File: src/rtl/fetch_pkg.sv
// Shared types and constants for the instruction fetch stage.
package fetch_pkg;

  localparam int unsigned XLEN = 32;
  localparam logic [XLEN-1:0] INSN_NOP = 32'h0000_0013;

  typedef enum logic [1:0] {
    BOOT,
    FETCH,
    HALTED
  } fetch_state_t;

  typedef struct packed {
    logic [XLEN-1:0] pc;
    logic [XLEN-1:0] instr;
  } fetch_entry_t;

endpackage

File: src/rtl/fetch_queue.sv
// Prefetch FIFO of {pc, instr} entries with flush; pointers carry one extra wrap bit.
module fetch_queue
  import fetch_pkg::*;
#(
  parameter int unsigned DEPTH = 4
) (
  input  logic                     clk,
  input  logic                     reset,
  input  logic                     push,
  input  logic                     pop,
  input  logic                     flush,
  input  fetch_entry_t             din,
  output fetch_entry_t             dout,
  output logic [$clog2(DEPTH):0]   count,
  output logic                     full,
  output logic                     empty
);

  localparam int unsigned AW = $clog2(DEPTH);

  fetch_entry_t mem [DEPTH];
  logic [AW:0]  wr_ptr;
  logic [AW:0]  rd_ptr;

  always_ff @(posedge clk or posedge reset) begin
    if (reset) begin
      wr_ptr <= '0;
      rd_ptr <= '0;
    end else if (flush) begin
      rd_ptr <= wr_ptr;
    end else begin
      if (push) wr_ptr <= wr_ptr + 1'b1;
      if (pop)  rd_ptr <= rd_ptr + 1'b1;
    end
  end

  always_ff @(posedge clk) begin
    if (push && !flush) mem[wr_ptr[AW-1:0]] <= din;
  end

  assign empty = (wr_ptr == rd_ptr);
  assign full  = (wr_ptr[AW] != rd_ptr[AW]) && (wr_ptr[AW-1:0] == rd_ptr[AW-1:0]);
  assign count = wr_ptr - rd_ptr;
  assign dout  = mem[rd_ptr[AW-1:0]];

endmodule

File: src/rtl/fetch_unit.sv
// Instruction fetch stage: PC, ibus master, prefetch queue and decode handshake.
// Optional FETCH_BYPASS_EN forwards bus data straight to decode when the queue is empty.
module fetch_unit
  import fetch_pkg::*;
#(
  parameter logic [31:0] RESET_PC    = 32'h0000_0000,
  parameter int unsigned QUEUE_DEPTH = 4
) (
  input  logic        clk,
  input  logic        reset,
  output logic [31:0] ibus_addr,
  input  logic [31:0] ibus_data,
  output logic        ibus_valid,
  input  logic        ibus_ready,
  input  logic        redirect,
  input  logic [31:0] redirect_pc,
  input  logic        halt_req,
  output logic        out_valid,
  input  logic        out_ready,
  output logic [31:0] out_pc,
  output logic [31:0] out_instr,
  output logic        halted
);

  localparam int unsigned AW = $clog2(QUEUE_DEPTH);
  localparam logic [AW:0] DEPTH_L = (AW+1)'(QUEUE_DEPTH);

  fetch_state_t state, state_next;
  logic [XLEN-1:0] pc;
  logic            fire;
  logic            push;
  logic            pop;
  fetch_entry_t    q_din;
  fetch_entry_t    q_dout;
  logic [AW:0]     q_count;
  logic            q_full;
  logic            q_empty;

  always_ff @(posedge clk or posedge reset) begin
    if (reset) begin
      state <= BOOT;
      pc    <= RESET_PC;
    end else begin
      state <= state_next;
      if (redirect)  pc <= redirect_pc & ~32'h3;
      else if (fire) pc <= pc + 32'd4;
    end
  end

  always_comb begin
    state_next = state;
    unique case (state)
      BOOT:    state_next = FETCH;
      FETCH:   if (halt_req && !redirect) state_next = HALTED;
      HALTED:  if (redirect) state_next = FETCH;
      default: state_next = BOOT;
    endcase
  end

  assign ibus_addr  = pc;
  assign ibus_valid = (state == FETCH) && !halt_req && !redirect && (q_count < DEPTH_L);
  assign fire       = ibus_valid && ibus_ready;
  assign halted     = (state == HALTED);
  assign q_din      = '{pc: pc, instr: ibus_data};
  assign pop        = !q_empty && out_ready && !redirect;

  // Outputs read as zero when nothing is offered so stale queue storage never leaks.
  always_comb begin
    out_valid = !q_empty;
    out_pc    = '0;
    out_instr = '0;
    push      = fire && !q_full;
    if (!q_empty) begin
      out_pc    = q_dout.pc;
      out_instr = q_dout.instr;
    end
`ifdef FETCH_BYPASS_EN
    else if (fire) begin
      out_valid = 1'b1;
      out_pc    = pc;
      out_instr = ibus_data;
      push      = fire && !q_full && !out_ready;
    end
`endif
  end

  fetch_queue #(
    .DEPTH (QUEUE_DEPTH)
  ) u_queue (
    .clk   (clk),
    .reset (reset),
    .push  (push),
    .pop   (pop),
    .flush (redirect),
    .din   (q_din),
    .dout  (q_dout),
    .count (q_count),
    .full  (q_full),
    .empty (q_empty)
  );

endmodule
File: config.mk
export PLATFORM = sky130hd
export DESIGN_NAME = fetch_unit
export DESIGN_NICKNAME = d
export VERILOG_FILES = /design/src/rtl/fetch_pkg.sv /design/src/rtl/fetch_queue.sv /design/src/rtl/fetch_unit.sv
export SDC_FILE = /design/constraint.sdc
export NUM_CORES = 1
export LEC_CHECK = 0
export CAP_MARGIN = 20
export CORE_MARGIN = 8
export CORE_UTILIZATION = 55
export CTS_BUF_LIST = sky130_fd_sc_hd__clkbuf_16
export DETAILED_ROUTE_END_ITERATION = 10
export GPL_TIMING_DRIVEN = 0
export PLACE_DENSITY = 0.8
export SYNTH_ARGS = -nofsm -noshare
export SYNTH_HDL_FRONTEND = slang
export SYNTH_SLANG_ARGS = --single-unit
File: constraint.sdc
create_clock -name clk -period 22.7 [get_ports clk]
set_input_delay 4.54 -clock clk [delete_from_list [all_inputs] [get_ports clk]]
set_output_delay 4.54 -clock clk [all_outputs]
set_load 0.01 [all_outputs]
## After elaboration in Yosys (flattened, before gate mapping)

Memories as Yosys holds them, arrays and structs flattened.
Index checks and enable logic that the tools add are counted.

- ROM bits: 0
- RAM bits: 256
- Memories: 1
- Output and inout bits: 99
- Input bits: 70
- Bits in latches: 0
- Word-level logic and storage cells: 48
- Register bits: 40

Memory list:

| memory | words | width | read ports | clocked after Yosys merged registers in | wr ports | line | text |
|---|---|---|---|---|---|---|---|
| u_queue.mem | 4 | 64 | 1 | 0 | 1 | fetch_queue.sv:21 | `fetch_entry_t mem [DEPTH];` |

- Equal/unequal tests: 7
- Add/subtract/negate cells: 4
- Shift operators: 0
- Reduce and logical (&&, ||, !) cells: 19
- Divide/modulo/power cells: 0
- Mux-type cells: 11
- Bitwise operators: 1
- Order comparisons: 1
- Multipliers: 0

Operators with widths:

| kind | number |
|---|---|
| 32-bit two-way mux | 4 |
| 32-bit by 3-bit adder with 32-bit output (second input constant) | 1 |
| 1-bit logical AND | 10 |
| 3-bit by 1-bit adder with 3-bit output (second input constant) | 2 |
| 3-bit two-way mux | 2 |
| 2-bit one-hot mux with 3 select lines | 1 |
| 1-bit zero test | 4 |
| 2-bit two-way mux | 2 |
| 2-bit != test (second input constant) | 2 |
| 2-bit AND reduction | 2 |
| 2-bit nonzero test | 2 |
| 3-bit equality test | 1 |
| 3-bit less-than comparator (second input constant) | 1 |
| 3-bit subtractor | 1 |
| 2-bit by 1-bit equality test with 1-bit output (second input constant) | 1 |
| 2-bit equality test | 1 |
| 2-bit equality test (second input constant) | 1 |
| 2-bit zero test | 1 |
| 1-bit two-way mux | 2 |
| 1-bit != test | 1 |
| 1-bit inverter | 1 |

## Depth between registers and ports, before layout

Gate-level depths: netlist of the first run.

- Depth in word-level cells: 9
- Depth in mapped cells: 11

## Hierarchy

From an unflattened synthesis of the first run, not the netlist that was laid out.

- Cells, all modules: 682
- Area, all modules: 12299.3 um^2

Modules (own cells, without submodules):

| module | area an instance (um^2) | cells each | seq. area each (um^2) | instances |
|---|---|---|---|---|
| fetch_queue | 9723.1 | 378 | 7837.5 | 1 |
| fetch_unit | 2576.2 | 304 | 800.8 | 1 |

## Worst setup path before layout of the first run

Ideal clock, no wire load.

- Path type: input to register
- Start point: in redirect
- End point: mem u_queue.mem[3][0] (netlist name), enable pin
- Library setup time: 558 ps
- Setup slack: 12002 ps
- Stages: 7
- Arrival: 10140 ps
- Required time: 22142 ps
- Path through: clkbuf_1 > nor4b_1 > nand2_1 > clkbuf_1 > a21o_1 > clkbuf_1 > nor3_1

- Longest elaborated chain between the ends: 8

RTL lines:

| item | line | text |
|---|---|---|
| from (decl) | fetch_unit.sv:15 | `input logic redirect,` |
| 1-bit zero test * | fetch_queue.sv:38, fetch_unit.sv:61 |  |
| 1-bit logical AND (2 in series) | fetch_unit.sv:61 | `assign ibus_valid = (state == FETCH) && !halt_req && !redirect && (q_count < DEPTH_L);` |
| 1-bit logical AND | fetch_unit.sv:62 | `assign fire = ibus_valid && ibus_ready;` |
| 1-bit logical AND | fetch_unit.sv:72 | `push = fire && !q_full;` |
| 1-bit logical AND * | fetch_queue.sv:38 | `if (push && !flush) mem[wr_ptr[AW-1:0]] <= din;` |
| 1-bit two-way mux * | fetch_queue.sv:38 |  |
| 1-bit two-way mux (implied by the code) * | fetch_queue.sv:38 |  |
| to (decl) | fetch_queue.sv:21 |  |

Mark *: on every way between the ends. The rest lies on a longest branch, timed or not.

## Worst setup path after layout of the first run

- Start point: in halt_req
- End point: out ibus_valid

- Longest elaborated chain between the ends: 4

RTL lines:

| item | line | text |
|---|---|---|
| from (decl) | fetch_unit.sv:17 | `input logic halt_req,` |
| 1-bit zero test | fetch_unit.sv:61 |  |
| 1-bit logical AND (3 in series) | fetch_unit.sv:61 |  |
| to (decl) | fetch_unit.sv:13 | `output logic ibus_valid,` |

Every way passes these cells.

==> metrics.md, run 1 <==
| Metric | Value |
|---|---|
| Post-synth top cells | `edfxtp_1 (248), and2_1 (68), mux4_2 (62)` |
| Final core utilization | `70.47%` |
| Top cell by count, worst path | `clkdlybuf4s50_1` |
| Slowest-stage cell, CP | `clkdlybuf4s50_1` |
| Crit path largest cell delay | `610 ps` |
| Max Slew Vio Count | `0` |
| Cell Area, Synth | `roughly 0.012 sq mm` |
| Main area contributors after synthesis | `edfxtp_1 (63%), mux4_2 (12%), dfrtp_1 (8.0%)` |
| Synth warn | `0` |
| Die Ht | `162.9 um` |
| Max-cap viol count | `0` |
| Hold-fix buffers, CTS | `0` |
| Lkg Pwr | `0.004949 uW` |
| Postcts setup bufs | `0` |
| Initial Util | `a little under three fifths` |
| Die Width | `162.9 um` |
| Die ar. | `0.02654 sq mm` |
| Avg Inst Size Synth | `about 17 sq um` |
| Num ports | `169` |
| Post-route ant nets | `0` |
| Final setup viols | `0` |
| Crit path arrival time | `6510 ps` |
| Min Hold Slack | `545.2 ps` |
| #FFs+latches synth | `286` |
| Core ar. | `roughly 0.021 sq mm` |
| CP delay by family, top | `buffers and inverters` |
| Worst Path Required | `approximately 18000 ps` |
| Cells after Synth | `681` |
| Sum of negative setup slack | `0 ps` |
| Setup CP Type | `input port to output port` |
| Nets | `just under 1000` |
| Htree depth | `1` |
| Final period util | `48.67%` |
| CP max FO | `3` |
| Endpoint class of the critical path | `output port` |
| Worst Path Buf+Inv | `2` |
| HPWL after DPL | `18.30 mm` |
| Area grow syn2layout | `25.17%` |
| Drt pass-1 iters | `7` |
| Port Buf Inserts | `between 150 and 200` |
| WL final | `27.11 mm` |
| RSZ-0062 raised after global routing | `no` |
| First-pass GRT wire length | `41.97 mm` |
| DRC viols | `0` |
| Largest net degree at the start of global routing | `42` |
| CP Launch Type | `input port` |
| GRT Overall Usage | `20.23%` |
| Final Wtd Congestion | `0.9142` |
| Post-cts gate resize count | `0` |
| Yosys cell types | `57` |
| Routed vias/inst | `5.909` |
| Cell Area, Placed | `between 0.01 and 0.015 sq mm` |
| Min Tclk post-route | `roughly 11000 ps` |
| Clock Tree Buf Depth | `3` |
| Skew-Pair Late Insertion Delay | `530 ps` |
| Status | `complete, no violations` |
| Ant. Diodes | `0` |
| Max transition margin | `42.78%` |
| Sequential share of the synthesized area | `70.73%` |
| Initial antenna violation count | `0` |
| Rows | `53` |
| Fin Clk Skew | `14.74 ps` |
| Via count | `around 7000` |
| Layout Cell Area excl Fill | `0.01486 sq mm` |
| EDFF count, synth | `248` |
| Ys flop type | `edfxtp_1` |
| VDD IR-drop max | `0.08396 mV` |
| Clock slew at reported path FFs | `70 ps` |
| Fraction of layout cells with a size suffix above 1 | `14.99%` |
| PwrDens | `114.9 mW/mm^2` |
| Final Hold Violating Endpoints | `0` |
| CTS tree | `yes` |
| Clock root cell | `clkbuf_16` |
| Total grt overflow | `0` |
| Cell Chain, Critical Path | `clkdlybuf4s50_1, nor4b_1, a21boi_0, clkdlybuf4s50_1` |
| Top-area cell type share of the netlist area | `62.73%` |
| Count leader, synth | `edfxtp_1` |
| Num CTS Buffers | `29` |
| F_max | `0.09051 GHz` |
| Vias in the first global route | `7368` |
| Starting DRT DRC Count | `634` |
| Hold WC Path Type | `flip-flop to flip-flop` |
| Sink Count | `~290` |
| Routed len/inst | `22.93 um` |
| Slew @ Worst Pin | `858.2 ps` |
| Area leader, netlist | `edfxtp_1` |
| FFs w/ async S/R, synth | `13.29%` |
## per-layer routing
layer	wire, um	GRT usage (%)	share of wire, %	vias up
met4	378	4.420	1.4	0
met2	12860	32.48	47	335
li1	-	-	-	3107
met3	2428	4.752	9.0	31
met5	0	0	0	-
met1	11440	27.88	42	3511
## registers in the layout (all words and copies together), names as in the netlist
| name | count |
|---|---|
| u_queue.mem | 248 |
| ibus_addr | 30 |
| u_queue.rd_ptr | 3 |
| u_queue.wr_ptr | 3 |
| state | 2 |
## cell families (layout without fill, tap and decap cells)
kind of cell             after synthesis  in the layout  synth area share [%]
flip-flops                           286            286                 70.73
AND/OR/NAND/NOR                      176            176                 8.347
multiplexers                          80             80                 13.31
AO/OA/AOI/OAI                         63             63                 3.973
buffers and inverters                 57            280                 2.023
XOR/XNOR                              10             10                0.7377
adder cells (fa/ha/maj)                8              8                0.8431
other                                  1              4               0.03159
## cell type report
class	instances	area (sq um)
multi-input cells	341	3258
repair buffers	170	1754
plain buffers	42	183.9
inverters	15	56.30
clock inverters	24	140.1
flip-flops and latches	286	8398
clock buffers	29	725.7
fillers	1357	6227
well taps	275	344.1
## where the power goes
part           internal (uW)  total, uW  switching [uW]
Sequential               604        632            27.7
Combinational            347        645             298
Clock                    243        430             187
## layout by cell type (no fill, tap or decap), drive strengths merged, types with 9 or more instances in the layout
cell / synthesis / final
dfrtp: 38 / 38
mux4: 62 / 62
nand3: 14 / 14
nand2: 30 / 30
buf: 15 / 24
clkdlybuf4s50: 0 / 161
clkbuf: 27 / 56
clkinv: 1 / 19
and2: 68 / 68
mux2i: 15 / 15
edfxtp: 248 / 248
inv: 14 / 18
o21ai: 11 / 11
nor2: 19 / 19
nand4: 9 / 9
## worst register-to-register path, delay by kind of cell (launching register included)
| family | cells | cell delay, ps |
|---|---|---|
| buffers and inverters | 5 | 1760 |
| adder cells (fa/ha/maj) | 1 | 370 |
| AO/OA/AOI/OAI | 1 | 250 |
| AND/OR/NAND/NOR | 4 | 1480 |
| flip-flops | 1 | 350 |
## stage by stage
step                std cells  setup WS (ps)  total power, uW
detailed placement       1129          11740             1299
finish                   1182          11650             1707
global route             1182          11590             1788
floorplan                 684          12000            979.3
CTS                      1182          11720             1729
global placement         1120           8294             1281
## final timing paths
| path | from | to | slack [ps] | cells past startpoint |
|---|---|---|---|---|
| worst max-delay path | halt_req | ibus_valid | 11650 | 4 |
| worst min-delay path | u_queue.rd_ptr[2] | u_queue.wr_ptr[2] | 550 | 1 |
| worst max register to register | u_queue.rd_ptr[1] | u_queue.mem[1][52] | 18140 | 11 |
| worst min register to register | u_queue.rd_ptr[2] | u_queue.wr_ptr[2] | 550 | 1 |
| max in group asynchronous | reset | ibus_addr[14] | 17650 | 2 |
| min in group asynchronous | reset | state[1] | 4510 | 2 |
No activity file was read; power rests on OpenSTA's default activity.
==> inputs of run 2 (changes only) <==
CORE_UTILIZATION = 49   (was 55)
PLACE_DENSITY = 0.76   (was 0.8)
clock period = 9.3 ns   (was 22.7 ns; I/O delays follow)
==> run 2 against run 1 <==
Net effect: setup slack lost 8300 ps; non-clock buffer count increased by 1; global-route usage is 1.9 points lower; sequential cell count unchanged.
==> metrics.md, run 2 (synthesized netlist as in run 1, its figures left out) <==
| Metric | Value |
|---|---|
| Core ar. | `0.02403 sq mm (was 0.02109 sq mm)` |
| Rows | `57 (was 53)` |
| Layout Cell Area excl Fill | `0.01500 sq mm (was 0.01486 sq mm)` |
| Most frequent cells in the layout | `edfxtp_1 (248), clkdlybuf4s50_1 (161), and2_1 (65), mux4_2 (62), dfrtp_1 (38) (unchanged)` |
| Setup CP Type | `flip-flop to output port (was input port to output port)` |
| Sum of negative setup slack | `0 ps (unchanged)` |
| Via count | `6981 (was 6984)` |
| Max FFs per register | `248 (unchanged)` |
| Worst Path Required | `7440 ps (was 18160 ps)` |
| Largest net degree at the start of global routing | `50 (was 42)` |
| Total grt overflow | `0 (unchanged)` |
| PnR worst setup slack | `3308 ps (was 11650 ps)` |
| CTS tree | `yes (unchanged)` |
| Die Width | `171.7 um (was 162.9 um)` |
| Clock slew at reported path FFs | `60 ps (was 70 ps)` |
| Clock root cell | `clkbuf_16 (unchanged)` |
| Cell Area, Placed | `0.01407 sq mm (was 0.01399 sq mm)` |
| PwrDens | `281.4 mW/mm^2 (was 114.9 mW/mm^2)` |
| Logic pwr share | `37.1% (was 37.8%)` |
| Post-route ant nets | `0 (unchanged)` |
| Max Slew Vio Count | `0 (unchanged)` |
| Internal power | `2970 uW (was 1194 uW)` |
| Vias in the first global route | `7217 (was 7368)` |
| Post-cts gate resize count | `0 (unchanged)` |
| Final Hold Violating Endpoints | `0 (unchanged)` |
| Final setup viols | `0 (unchanged)` |
| Status | `complete, no violations (unchanged)` |
| Drt pass-1 iters | `4 (was 7)` |
| Fillers | `1765 (was 1357)` |
| Commonest non-fill, non-tap cell in the layout | `edfxtp_1 (unchanged)` |
| Dpl cells | `1179 (was 1129)` |
| Final Wtd Congestion | `0.8373 (was 0.9142)` |
| First-pass GRT wire length | `41.45 mm (was 41.97 mm)` |
| RSZ-0062 raised after global routing | `no (unchanged)` |
| Hold WC Path Type | `flip-flop to flip-flop (unchanged)` |
| Crit path arrival time | `4130 ps (was 6510 ps)` |
| Fin Clk Skew | `7.141 ps (was 14.74 ps)` |
| CP Launch Type | `flip-flop (was input port)` |
| GRT Overall Usage | `18.36% (was 20.23%)` |
| Pre-CTS WS | `3715 ps (was 11740 ps)` |
| WL final | `27.07 mm (was 27.11 mm)` |
| Slew @ Worst Pin | `850.7 ps (was 858.2 ps)` |
| Non-Filler Instances | `1232 (was 1182)` |
| Switching power | `1251 uW (was 513.1 uW)` |
| Num ports | `169 (unchanged)` |
| Lkg Pwr | `0.004986 uW (was 0.004949 uW)` |
| Final core utilization | `62.40% (was 70.47%)` |
| Starting DRT DRC Count | `533 (was 634)` |
| Clock share of power | `26.4% (was 25.2%)` |
| DRC viols | `0 (unchanged)` |
| Die ar. | `0.02947 sq mm (was 0.02654 sq mm)` |
| Num CTS Buffers | `29 (unchanged)` |
| Endpoint class of the critical path | `output port (unchanged)` |
| Htree depth | `1 (unchanged)` |
| Routed len/inst | `21.97 um (was 22.93 um)` |
| Port Buf Inserts | `161 (unchanged)` |
| Postcts setup bufs | `0 (unchanged)` |
| F_max | `between 0.15 and 0.2 GHz` |
| Max-cap viol count | `0 (unchanged)` |
| Fraction of layout cells with a size suffix above 1 | `14.87% (was 14.99%)` |
| Switching Share | `29.64% (was 30.06%)` |
| Sequential power share | `36.5% (was 37.0%)` |
| Die Ht | `171.7 um (was 162.9 um)` |
| Min Tclk post-route | `5992 ps` |
| HPWL after DPL | `18.03 mm (was 18.30 mm)` |
| VDD IR-drop max | `0.1626 mV (was 0.08396 mV)` |
| Routed vias/inst | `5.666 (was 5.909)` |
| Initial antenna violation count | `0 (unchanged)` |
| Initial Util | `49.40% (was 56.30%)` |
| Nets | `964 (was 963)` |
| Ant. Diodes | `0 (unchanged)` |
| Max transition margin | `41.82% (was 42.78%)` |
| Hold-fix buffers, CTS | `0 (unchanged)` |
| Area grow syn2layout | `26.31% (was 25.17%)` |
| Skew-Pair Late Insertion Delay | `530 ps (about the same)` |
| Sink Count | `286 (unchanged)` |
| Final period util | `64.43%` |
| CP max FO | `10 (was 3)` |
| Clock Tree Buf Depth | `3 (unchanged)` |
-- run 2: changes by cell type in the layout (fill, tap and decap cells not counted), sizes merged --
cell / before / now
bufinv: 1 / 3
inv: 18 / 23
clkinvlp: 1 / 3
clkinv: 19 / 10
buf: 24 / 25
-- run 2: area by class of cell --
class | instances | area [sq um] | area share [%]
tap | 324 | 405.4 | 2.703
timing repair buffer | 171 | 1773 | 11.82
inverter | 15 | 56.30 | 0.3754
multi-input combinational | 341 | 3258 | 21.73
sequential | 286 | 8398 | 56.00
buffer | 42 | 183.9 | 1.226
clock inverter | 24 | 196.4 | 1.310
clock buffer | 29 | 725.7 | 4.839
-- run 2: stage by stage --
| step | hold slack [ps] | total power [uW] |
|---|---|---|
| 2_1_floorplan | 480.5 | 2390 |
| 3_3_place_gp | 499.7 | 3143 |
| 3_5_place_dp | 512.5 | 3166 |
| 4_1_cts | 514.0 | 4286 |
| 5_1_grt | 551.8 | 4427 |
| 6_report | 525.1 | 4221 |
-- run 2: power by group through the flow --
stage / clock network (uW) / registers, uW / logic, uW
finish: 1120 / 1540 / 1560
global route: 1190 / 1550 / 1690
CTS: 1140 / 1540 / 1610
detailed placement: 0 / 1570 / 1600
global placement: 0 / 1570 / 1580
floorplan: 0 / 1550 / 837
-- run 2: worst paths after layout --
path,slack [ps],end,from,cells past startpoint
min,530,state[0],state[1],1
max,3310,ibus_valid,u_queue.rd_ptr[1],9
max reg2reg,4660,u_queue.mem[3][27],u_queue.rd_ptr[1],13
min reg2reg,530,state[0],state[1],1
min in group asynchronous,1820,ibus_addr[20],reset,2
max in group asynchronous,6930,ibus_addr[8],reset,2
-- run 2: worst max-delay path, cell delays in order, from the launching register on --
cell and delay (ps):
dfrtp_1 350, clkbuf_1 510, clkbuf_1 510, inv_1 100
ha_1 350, nor2b_1 150, o21ai_0 410, clkbuf_1 450
a21boi_0 230, clkdlybuf4s50_1 540
-- run 2: routing by layer --
layer / track usage [%] / wire [um]
met1: 24.59 / 11560
met2: 30.30 / 13020
met3: 3.535 / 1948
met4: 5.255 / 541
met5: 0 / 0
==> inputs of run 3 (changes only) <==
CORE_UTILIZATION = 55   (was 49)
PLACE_DENSITY = 0.8   (was 0.76)
clock period = 6.1 ns   (was 9.3 ns; I/O delays follow)
==> run 3 against run 2 <==
Net effect: sequential cell count did not move; setup slack got worse by 2600 ps; combinational power grew 54%; critical path depth stayed put; utilization up 8.4 points; sequential share of layout area up 0.27 points; count of clock-buffer cells in the layout stayed put; die area down 9.9%; via count shrank 0.17%; critical endpoint unchanged; highest routed layer unchanged.
==> metrics.md, run 3 (synthesized netlist as in run 1, its figures left out) <==
| Metric | Value |
|---|---|
| Fin Clk Skew | `8.982 ps (was 7.141 ps)` |
| Lkg Pwr | `0.004981 uW (was 0.004986 uW)` |
| Clock slew at reported path FFs | `60 ps (about the same)` |
| Status | `complete, no violations (unchanged)` |
| WL final | `26.95 mm (was 27.07 mm)` |
| Initial Util | `56.30% (was 49.40%)` |
| Rows | `53 (was 57)` |
| Endpoint class of the critical path | `output port (unchanged)` |
| Routed vias/inst | `5.916 (was 5.666)` |
| Core ar. | `0.02109 sq mm (was 0.02403 sq mm)` |
| CTS tree | `yes (unchanged)` |
| Register-to-Register Path Depth | `11 (was 13)` |
| F_max | `0.1858 GHz` |
| Dpl cells | `1127 (was 1179)` |
| Port Buf Inserts | `161 (unchanged)` |
| Vias in the first global route | `7487 (was 7217)` |
| Largest net degree at the start of global routing | `42 (was 50)` |
| Final core utilization | `70.77% (was 62.40%)` |
| Sum of negative setup slack | `0 ps (unchanged)` |
| Worst Path Required | `4880 ps (was 7440 ps)` |
| Sequential power share | `36.9% (was 36.5%)` |
| Total Power | `6377 uW (was 4221 uW)` |
| CP max FO | `10 (unchanged)` |
| Final Hold Violating Endpoints | `0 (unchanged)` |
| Fraction of layout cells with a size suffix above 1 | `14.51% (was 14.87%)` |
| Reg2reg start | `u_queue.rd_ptr[1] (unchanged)` |
| Crit path arrival time | `4160 ps (was 4130 ps)` |
| Max FFs per register | `248 (unchanged)` |
| Post-cts gate resize count | `0 (unchanged)` |
| Final Wtd Congestion | `0.8959 (was 0.8373)` |
| Skew-Pair Late Insertion Delay | `520 ps (was 530 ps)` |
| Area grow syn2layout | `25.70% (was 26.31%)` |
| First-pass GRT wire length | `42.03 mm (was 41.45 mm)` |
| Switching Share | `29.71% (was 29.64%)` |
| Max transition margin | `33.87% (was 41.82%)` |
| PwrDens | `427.3 mW/mm^2 (was 281.4 mW/mm^2)` |
| FF-to-FF setup slack | `1600 ps (was 4660 ps)` |
| Initial antenna violation count | `0 (unchanged)` |
| Min Tclk post-route | `5383 ps` |
| Routed len/inst | `22.88 um (was 21.97 um)` |
| Max-cap viol count | `0 (unchanged)` |
| Max Slew Vio Count | `0 (unchanged)` |
| End point of the critical path | `ibus_valid (unchanged)` |
| Hold-fix buffers, CTS | `0 (unchanged)` |
| Starting DRT DRC Count | `504 (was 533)` |
| Num CTS Buffers | `28 (was 29)` |
| Clock Tree Buf Depth | `3 (unchanged)` |
| Commonest non-fill, non-tap cell in the layout | `edfxtp_1 (unchanged)` |
| Ant. Diodes | `0 (unchanged)` |
| VDD IR-drop max | `0.3038 mV (was 0.1626 mV)` |
| Postcts setup bufs | `0 (unchanged)` |
| Reg-to-reg endpoint | `u_queue.mem[0][19] (was u_queue.mem[3][27])` |
| Total grt overflow | `0 (unchanged)` |
| Die Ht | `162.9 um (was 171.7 um)` |
| HPWL after DPL | `18.06 mm (was 18.03 mm)` |
| GRT Overall Usage | `20.28% (was 18.36%)` |
| Clock share of power | `25.5% (was 26.4%)` |
| Die ar. | `0.02654 sq mm (was 0.02947 sq mm)` |
| Crit. path cell count | `9 (unchanged)` |
| Logic pwr share | `37.7% (was 37.1%)` |
| RSZ-0062 raised after global routing | `no (unchanged)` |
| Final setup viols | `0 (unchanged)` |
| Worst Path Buf+Inv | `5 (unchanged)` |
| Most frequent cells in the layout | `edfxtp_1 (248), clkdlybuf4s50_1 (161), and2_1 (65), mux4_2 (62), dfrtp_1 (38) (unchanged)` |
| Final period util | `88.25%` |
| Post-route ant nets | `0 (unchanged)` |
| Non-Filler Instances | `1178 (was 1232)` |
| Hold WC Path Type | `flip-flop to flip-flop (unchanged)` |
| Top cell by count, worst path | `clkbuf_1 (unchanged)` |
| Nets | `960 (was 964)` |
| Cell Chain, Critical Path | `clkbuf_1, clkbuf_1, inv_1, ha_1, nor2b_1, o21ai_0, clkbuf_1, a21boi_0, clkdlybuf4s50_1 (unchanged)` |
| Via count | `6969 (was 6981)` |
| Crit path largest cell delay | `530 ps (was 540 ps)` |
| Internal power | `4482 uW (was 2970 uW)` |
| Slew @ Worst Pin | `966.9 ps (was 850.7 ps)` |
| Slowest-stage cell, CP | `clkdlybuf4s50_1 (unchanged)` |
| Num ports | `169 (unchanged)` |
| Setup CP Type | `flip-flop to output port (unchanged)` |
| DRC viols | `0 (unchanged)` |
| Start point of the critical path | `u_queue.rd_ptr[1] (unchanged)` |
| CP delay by family, top | `buffers and inverters (unchanged)` |
| Clock root cell | `clkbuf_16 (unchanged)` |
| CP Launch Type | `flip-flop (unchanged)` |
| Drt pass-1 iters | `6 (was 4)` |
| Htree depth | `1 (unchanged)` |
| Die Width | `162.9 um (was 171.7 um)` |
| Switching power | `1894 uW (was 1251 uW)` |
| Sink Count | `286 (unchanged)` |
-- run 3: changes by cell type in the layout (fill, tap and decap cells not counted), sizes merged --
cell	delta
buf	-3
bufinv	-1
clkinv	+3
clkinvlp	-3
inv	-1
-- run 3: worst min path at each step --
stage	cells past startpoint	end	from	slack, ps
after floorplan	1	state[0]	state[1]	480
after global placement	1	state[0]	state[1]	490
after detailed placement	1	state[0]	state[1]	520
after CTS	1	state[0]	state[1]	520
after global routing	1	u_queue.wr_ptr[2]	u_queue.rd_ptr[2]	550
final	1	state[0]	state[1]	540
-- run 3: layout make-up --
type | instances | area [sq um]
multi-input cells | 341 | 3264
fillers | 1333 | 6163
well taps | 275 | 344.1
clock inverters | 22 | 147.6
flip-flops and latches | 286 | 8398
repair buffers | 168 | 1804
plain buffers | 42 | 183.9
clock buffers | 29 | 725.7
inverters | 15 | 56.30
-- run 3: per-layer routing --
| metal | GRT usage, % | vias to the layer above | share of wire (%) |
|---|---|---|---|
| li1 | - | 3103 | - |
| met1 | 26.68 | 3494 | 41 |
| met2 | 33.82 | 346 | 49 |
| met3 | 5.384 | 26 | 9.2 |
| met4 | 3.753 | 0 | 1.2 |
| met5 | 0 | - | 0 |
-- run 3: power by group through the flow --
stage | clock network [uW] | logic (uW) | registers (uW)
floorplan | 0 | 1280 | 2370
global placement | 0 | 2380 | 2380
detailed placement | 0 | 2430 | 2390
CTS | 1640 | 2450 | 2350
global route | 1720 | 2600 | 2360
finish | 1620 | 2400 | 2350
-- run 3: through the flow --
step           cell area [sq um]  setup WS (ps)  hold WS, ps
3_3_place_gp               13840          -1733        491.6
4_1_cts                    14920          706.6        517.7
5_1_grt                    14920          444.9        551.7
3_5_place_dp               14050           1315        516.2
2_1_floorplan              11890          663.0        480.5
6_report                   14920          716.8        535.4
==> RTL edit, RTL diff (config.mk and constraints of run 2) <==
Re-encode `fetch_state_t` (3 states) as one-hot, 3 bits wide.
--- a/src/rtl/fetch_pkg.sv
+++ b/src/rtl/fetch_pkg.sv
@@ -4,10 +4,10 @@
   localparam int unsigned XLEN = 32;
   localparam logic [XLEN-1:0] INSN_NOP = 32'h0000_0013;
 
-  typedef enum logic [1:0] {
-    BOOT,
-    FETCH,
-    HALTED
+  typedef enum logic [2:0] {
+    BOOT   = 3'b001,
+    FETCH  = 3'b010,
+    HALTED = 3'b100
   } fetch_state_t;
 
   typedef struct packed {
Function: no difference found for any inputs over 4 cycles, from zero or initial values and one cycle with reset high; so few cycles prove little.
==> RTL edit against run 2 <==
- global-route usage decreased by 0.27 points
- sequential cell count rose by 1
- synthesized area shrank 0.14%
- total power grew 0.75%
- fmax is 2.7% lower
- worst setup slack lost 170 ps
- design area about the same
- non-clock buffer count shrank 4
- critical path depth increased by 2
- highest routed layer unchanged
- routed wire length shrank 2.0%
- clock power up 4%
==> RTL edit: results <==
export IMPL_dp_cells=1170
export IMPL_vdd_ir_drop_max_mv=0.128
export IMPL_grt_pass1_wl_mm=40.9
export IMPL_synth_area_leaders="edfxtp_1, mux4_2, dfrtp_1"
export IMPL_clk_pin_slew_ps=60
export IMPL_leakage_nw=4.99
export IMPL_via_count=6842
export IMPL_clockBufferDepth=3
export IMPL_post_dp_cell_area_mm2=0.0140
export IMPL_dr_pass1_iters=5
export IMPL_grt_max_degree=51
export IMPL_track_usage_pct=18.1
export IMPL_dp_hpwl_mm=17.8
export IMPL_slew_headroom_pct=42.9
export IMPL_diodes=0
export IMPL_grt_pass1_vias=7035
export IMPL_routed_wl_mm=26.5
export IMPL_crit_arrival_ps=4300
export IMPL_largest_register_ffs=248
export IMPL_synthArstFlopShare_pct=13.6
export IMPL_final_layout_size_suffix_gt1_share_pct=16.6
export IMPL_h_tree_depth=1
export IMPL_via_per_inst=5.59
export IMPL_clock_tree_root_cell="clkbuf_16"
export IMPL_synth_common_cells="edfxtp_1, and2_1, mux4_2"
export IMPL_postCtsSetupBuffers=0
export IMPL_finalWeightedCongestion=0.855
export IMPL_num_fill_cells=1771
export IMPL_cts_resized=0
export IMPL_final_nets=956
export IMPL_netlist_instances=678
export IMPL_crit_fanout=10
export IMPL_initialDrtViolationCount=494
export IMPL_skew_ps=20.8
export IMPL_synth_cell_type_count=51
export IMPL_seq_area_frac_synth_pct=71.1
export IMPL_outcome="finished, final reports clean"
export IMPL_finish_utilization_pct=62.4
RTL edit: cell types whose count changed after synthesis, moves of 4 or more:
cell,delta
a21oi_1,-5
buf_1,-7
buf_2,+9
mux2i_1,-10
nand2_1,-4
nand3_1,+4
nor2_1,-4
o311ai_0,+7
o31ai_1,+6
or2_2,+4
RTL edit: logic make-up after synthesis:
group	share of synthesized area, %
AND/OR/NAND/NOR	8.41
XOR/XNOR	0.665
flip-flops	71.1
other	0.0316
adder cells (fa/ha/maj)	0.844
AO/OA/AOI/OAI	4.20
multiplexers	12.8
buffers and inverters	2.03
RTL edit: layout make-up:
class	instances	area share, %
inverters	13	0.326
flip-flops and latches	287	56.2
well taps	324	2.70
clock inverters	24	1.68
clock buffers	29	4.84
repair buffers	166	11.5
multi-input cells	338	21.4
plain buffers	43	1.28
RTL edit: critical path, stage by stage, from the launching register on:
cell             delay, ps
dfrtp_1                340
clkbuf_1               550
clkbuf_1               620
inv_1                  110
ha_1                   340
nor2b_1                150
or3_1                  320
buf_2                  180
a21o_1                 210
buf_2                  180
inv_1                  160
clkdlybuf4s50_1        590
RTL edit: report_power, final:
group	internal (mW)	total [mW]	leakage [nW]	switching, mW
registers	1.46	1.51	2.69	0.0522
logic	0.847	1.57	1.80	0.719
clock network	0.707	1.17	0.499	0.465
RTL edit: routing by layer:
| metal | up-vias | global-route usage (%) | part of all wire, % |
|---|---|---|---|
| li1 | 3095 | - | - |
| met1 | 3461 | 24.6 | 43 |
| met2 | 247 | 30.0 | 48 |
| met3 | 39 | 3.33 | 6.5 |
| met4 | 0 | 4.39 | 1.8 |
| met5 | - | 0 | 0 |
RTL edit: through the flow:
step	worst slack [ps]	total power, mW
after detailed placement	3570	3.13
after global routing	2830	4.46
after global placement	2710	3.11
after CTS	3040	4.31
final	3140	4.25
after floorplan	4310	2.37
RTL edit: final timing paths:
check	from	end	slack, ps	cells after the start
min reg2reg	u_queue.wr_ptr[2]	u_queue.wr_ptr[2]	550	1
min	u_queue.wr_ptr[2]	u_queue.wr_ptr[2]	550	1
max reg2reg	u_queue.rd_ptr[1]	u_queue.mem[0][0]	4860	11
max	u_queue.rd_ptr[1]	ibus_valid	3140	11
max in group asynchronous	reset	ibus_addr[13]	6930	2
min in group asynchronous	reset	ibus_addr[29]	1820	2
